--- src/rtl/pc_sequencer_pkg.sv ---
// Shared codes for the PC sequencer: control-flow op classes, FSM states, trap causes.
package pc_sequencer_pkg;

    localparam logic [2:0] OP_SEQ    = 3'd0;
    localparam logic [2:0] OP_JUMP   = 3'd1;
    localparam logic [2:0] OP_BRANCH = 3'd2;
    localparam logic [2:0] OP_CALL   = 3'd3;
    localparam logic [2:0] OP_RET    = 3'd4;
    localparam logic [2:0] OP_HALT   = 3'd5;

    typedef enum logic [1:0] {
        ST_RUN      = 2'd0,
        ST_RET_WAIT = 2'd1,
        ST_HALTED   = 2'd2,
        ST_TRAP     = 2'd3
    } state_t;

    localparam logic [1:0] CAUSE_NONE      = 2'd0;
    localparam logic [1:0] CAUSE_CALL_OVF  = 2'd1;
    localparam logic [1:0] CAUSE_RET_UNDF  = 2'd2;
    localparam logic [1:0] CAUSE_STACK_OVF = 2'd3;

endpackage

--- src/rtl/pc_sequencer.sv ---
// Program-counter sequencer driving a return-address stack (push on CALL, pop on RET).
// Latency: 1 cycle per op, RET takes 2 (pop, then PC load from pop_data).
// Backpressure: stall freezes RUN with no strobes; busy holds op during RET_WAIT.
module pc_sequencer
    import pc_sequencer_pkg::*;
#(
    parameter int PC_W     = 12,
    parameter int DEPTH    = 8,
    parameter int RESET_PC = 0
) (
    input  logic            clk,
    input  logic            rst,
    input  logic [2:0]      op,
    input  logic            branch_taken,
    input  logic [PC_W-1:0] target,
    input  logic            stall,
    input  logic [PC_W-1:0] pop_data,
    input  logic            overflow,
    output logic [PC_W-1:0] pc,
    output logic            push_sig,
    output logic            pop_sig,
    output logic [PC_W-1:0] push_data,
    output logic            busy,
    output logic            halted,
    output logic            trap,
    output logic [1:0]      trap_cause
);

    localparam int DEPTH_W = $clog2(DEPTH + 1);
    localparam logic [DEPTH_W-1:0] DEPTH_MAX = DEPTH_W'(DEPTH);

    state_t              state_q, state_d;
    logic [PC_W-1:0]     pc_q, pc_d, pc_inc;
    logic [DEPTH_W-1:0]  depth_q, depth_d;
    logic [1:0]          cause_q, cause_d;
    logic                busy_q, halted_q, trap_q;

    always_comb begin
        pc_inc    = pc_q + 1'b1;
        pc_d      = pc_q;
        depth_d   = depth_q;
        state_d   = state_q;
        cause_d   = cause_q;
        push_sig  = 1'b0;
        pop_sig   = 1'b0;
        push_data = pc_inc;

        // A stack overflow flag means the stack and our depth count disagree; stop before any strobe.
        if (overflow && state_q != ST_TRAP) begin
            state_d = ST_TRAP;
            cause_d = CAUSE_STACK_OVF;
        end else begin
            case (state_q)
                ST_RUN: begin
                    if (!stall) begin
                        case (op)
                            OP_JUMP:   pc_d = target;
                            OP_BRANCH: pc_d = branch_taken ? target : pc_inc;
                            OP_CALL: begin
                                if (depth_q == DEPTH_MAX) begin
                                    state_d = ST_TRAP;
                                    cause_d = CAUSE_CALL_OVF;
                                end else begin
                                    push_sig = 1'b1;
                                    pc_d     = target;
                                    depth_d  = depth_q + 1'b1;
                                end
                            end
                            OP_RET: begin
                                if (depth_q == '0) begin
                                    state_d = ST_TRAP;
                                    cause_d = CAUSE_RET_UNDF;
                                end else begin
                                    pop_sig = 1'b1;
                                    depth_d = depth_q - 1'b1;
                                    state_d = ST_RET_WAIT;
                                end
                            end
                            OP_HALT:   state_d = ST_HALTED;
                            default:   pc_d = pc_inc;
                        endcase
                    end
                end
                // The pop is already committed, so stall cannot hold this state.
                ST_RET_WAIT: begin
                    pc_d    = pop_data;
                    state_d = ST_RUN;
                end
                default: ;
            endcase
        end
    end

    always_ff @(posedge clk or posedge rst) begin
        if (rst) begin
            state_q  <= ST_RUN;
            pc_q     <= PC_W'(RESET_PC);
            depth_q  <= '0;
            cause_q  <= CAUSE_NONE;
            busy_q   <= 1'b0;
            halted_q <= 1'b0;
            trap_q   <= 1'b0;
        end else begin
            state_q  <= state_d;
            pc_q     <= pc_d;
            depth_q  <= depth_d;
            cause_q  <= cause_d;
            busy_q   <= (state_d == ST_RET_WAIT);
            halted_q <= (state_d == ST_HALTED);
            trap_q   <= (state_d == ST_TRAP);
        end
    end

    assign pc         = pc_q;
    assign busy       = busy_q;
    assign halted     = halted_q;
    assign trap       = trap_q;
    assign trap_cause = cause_q;

endmodule

--- config.mk ---
export PLATFORM = sky130hd
export DESIGN_NAME = pc_sequencer
export DESIGN_NICKNAME = d
export VERILOG_FILES = /design/src/rtl/pc_sequencer_pkg.sv /design/src/rtl/pc_sequencer.sv
export SDC_FILE = /design/constraint.sdc
export NUM_CORES = 1
export LEC_CHECK = 0
export CAP_MARGIN = 20
export CORE_UTILIZATION = 30
export CTS_CLUSTER_SIZE = 10
export DETAILED_ROUTE_END_ITERATION = 7
export DONT_BUFFER_PORTS = 1
export HOLD_SLACK_MARGIN = 0.02
export PLACE_DENSITY = 0.5
export REMOVE_ABC_BUFFERS = 1
export SLEW_MARGIN = 5
export SYNTH_ARGS = -nofsm -noshare
export SYNTH_HDL_FRONTEND = slang
export SYNTH_SLANG_ARGS = --single-unit
--- constraint.sdc ---
create_clock -name clk -period 3.29 [get_ports clk]
set_input_delay 0.658 -clock clk [delete_from_list [all_inputs] [get_ports clk]]
set_output_delay 0.658 -clock clk [all_outputs]
set_load 0.005 [all_outputs]
==> results.txt <==
clock skew - 0.00372 ns
ratio of cells with drive above 1 in the final layout - 10.8%
H-tree Lvls - 1
leakage power figure - 0.697 nW
number of remaining DRC errors - 0
CTS Root Buffer Type - sky130_fd_sc_hd__clkbuf_8
Worst setup SP type - flop
detailed placer's ending HPWL - 3620 um
total via count in the routed design - 1578
Die X - 78.4 um
critical path capture point type - output port
Placeable Area - 5570 um^2
Routed Wire Length - 4930 um
Avg WL per Cell - 18.5 um
hold buffers post-CTS - 0
cell area after technology mapping - 1750 um^2
Tcrit/Tclk final - 78.6%
VDD IR-drop max - 0.186 mV
count of warnings emitted by yosys - 0
setup repair after global routing missed its margin - false
Total Neg Setup Slack - 0 ns
wire length of the first global-routing pass - 7800 um
wire length on met1 - 2220 um
number of setup buffers added after CTS - 0
placement-stage worst setup slack - 0.863 ns
TritonCTS Sinks - 23
DIE HEIGHT - 78.4 um
number of vias per cell - 5.91
Pre-antenna DRT Iters - 4
CTS resizes - 0
initial antenna violation count - 0
post-synthesis sequential area ratio - 32.9%
clock slew at reported path FFs - 0.09 ns
crit path kind - flop to output port
maximum buffer depth of the clock tree - 2
post-synthesis cell type with the largest combined area - sky130_fd_sc_hd__dfrtp_1
number of cell rows - 27
number of global-route vias before repair - 1489
number of enable-type register cells in the synthesized netlist - 0
post-route core utilization - 33.2%
overall routing resource usage - 16.4%
most frequent standard cell in the layout excluding fill and tap cells - sky130_fd_sc_hd__nand2_1
slew at the pin closest to its max-slew limit - 0.863 ns
area taken by multi-input logic gates - 1070 um^2
number of distinct standard cells referenced by the synthesized netlist - 57
result of the run - finished clean
fin crit period - 2.58 ns
count of buffers from port buffering - 0
Final Wtd Congestion - 0.792
number of buffers added by the clock tree synthesis step - 3
top routing layer used - met4
setup violators final - 0
Detailed Route Iter0 Violations - 62
die outline area - 6140 um^2
mean instance size in the synthesized netlist - 8.75 um^2
power density relative to cell area - 389 nW/um^2
count of filler cells inserted in the layout - 572
starting density of the core - 31.4%
most frequent cells in the layout - sky130_fd_sc_hd__nand2_1 (27), sky130_fd_sc_hd__dfrtp_1 (23), sky130_fd_sc_hd__inv_1 (10), sky130_fd_sc_hd__o31ai_1 (10), sky130_fd_sc_hd__nor3_1 (10)
Worst Hold Class - input port to asynchronous set/reset pin
number of nets in the finished design - 232
area taken by flip-flops and latches - 576 um^2
area added between synthesis and finish - 5.79%
Top Ports - 63
antenna viol nets, final - 0
antenna diode count - 0
main area contributors after synthesis - sky130_fd_sc_hd__dfrtp_1 (33%), sky130_fd_sc_hd__nand2_1 (5.8%), sky130_fd_sc_hd__o31ai_1 (4.3%)
largest fanout on the critical path - 7
metal3 WL - 299 um
minimum setup slack among reg-to-reg paths - 1.33 ns
Max Transition Viols Final - 0
FF+latch count, synth - 23
gr ovfl total - 0
number of standard cells after synthesis - 200
critical path data required time - 2.63 ns
top-area cell type share of the netlist area - 32.9%
normalized max-slew margin - 42.3%
async set or reset register ratio after synthesis - 100%
met2 WL post-DR - 2350 um
maximum number of pins on one net before global-route repair - 24
worst path setup slack after routing - 0.705 ns
number of hold-slack violations in the final timing report - 0
signal arrival time at the worst endpoint - 1.93 ns
max-cap violation count - 0
Max Clk Rate - 387 MHz
prevailing post-synth register cell - sky130_fd_sc_hd__dfrtp_1
clock tree from TritonCTS - yes
smallest hold slack - 0.298 ns
clk_lat worst skew - 0.27 ns
## state kept, by name (all words and copies together), names as in the netlist
| name | flops |
|---|---|
| busy | 1 |
| trap | 1 |
| pc | 12 |
| depth_q | 4 |
| state_q | 2 |
| halted | 1 |
| trap_cause | 2 |
## cell families after synthesis
family                   count (synthesis)  synth area share, %
multiplexers                             2                 1.22
flip-flops                              23                 32.9
XOR/XNOR                                 7                 3.50
AND/OR/NAND/NOR                         77                 25.7
adder cells (fa/ha/maj)                  4                 3.29
AO/OA/AOI/OAI                           65                 27.6
buffers and inverters                   22                 5.79
## path summary, 6_finish.rpt
path                               start       endpoint  cells past startpoint
max                           depth_q[0]        pop_sig                      4
min                                  rst          pc[9]                      1
max reg2reg                   state_q[1]          pc[0]                      5
min reg2reg                trap_cause[1]  trap_cause[1]                      2
max in group asynchronous            rst     state_q[0]                      2
min in group clk                overflow           busy                      1
## critical path: stages, from the launching register on
cell and delay [ns]:
sky130_fd_sc_hd__dfrtp_1 0.48, sky130_fd_sc_hd__nor4b_4 0.49, sky130_fd_sc_hd__o21ai_0 0.13, sky130_fd_sc_hd__a21o_1 0.24, sky130_fd_sc_hd__nor4_1 0.32
## cells in the mapped netlist, types with 5 or more instances
cell / count
sky130_fd_sc_hd__a21oi_1: 5
sky130_fd_sc_hd__a31oi_1: 9
sky130_fd_sc_hd__clkbuf_1: 7
sky130_fd_sc_hd__dfrtp_1: 23
sky130_fd_sc_hd__inv_1: 10
sky130_fd_sc_hd__nand2_1: 27
sky130_fd_sc_hd__nand3_1: 5
sky130_fd_sc_hd__nor3_1: 10
sky130_fd_sc_hd__nor4_1: 5
sky130_fd_sc_hd__o21ai_0: 7
sky130_fd_sc_hd__o31ai_1: 10
sky130_fd_sc_hd__or3_1: 8
sky130_fd_sc_hd__xnor2_1: 6
## metrics by stage
| stage | total power [mW] | cell area [um^2] | std cells |
|---|---|---|---|
| 4_1_cts | 0.731 | 1840 | 266 |
| 3_5_place_dp | 0.541 | 1790 | 262 |
| 3_3_place_gp | 0.540 | 1790 | 262 |
| 6_report | 0.721 | 1850 | 267 |
| 2_1_floorplan | 0.496 | 1690 | 188 |
| 5_1_grt | 0.766 | 1850 | 267 |
## final cells by class
cell class	instances	area share, %
inverters	10	2.03
repair buffers	3	1.62
clock buffers	4	2.43
flip-flops and latches	23	31.1
multi-input cells	155	58.0
well taps	72	4.86
## routing by layer
layer / track usage, % / up-vias
met5: 0 / -
li1: - / 752
met3: 2.79 / 4
met2: 26.1 / 45
met4: 5.19 / 0
met1: 22.4 / 777
## report_power, final
| group | internal (mW) | switching, mW |
|---|---|---|
| registers | 0.313 | 0.0625 |
| clock network | 0.0866 | 0.0975 |
| logic | 0.0731 | 0.0877 |
Power figures use the tool's default switching activity.
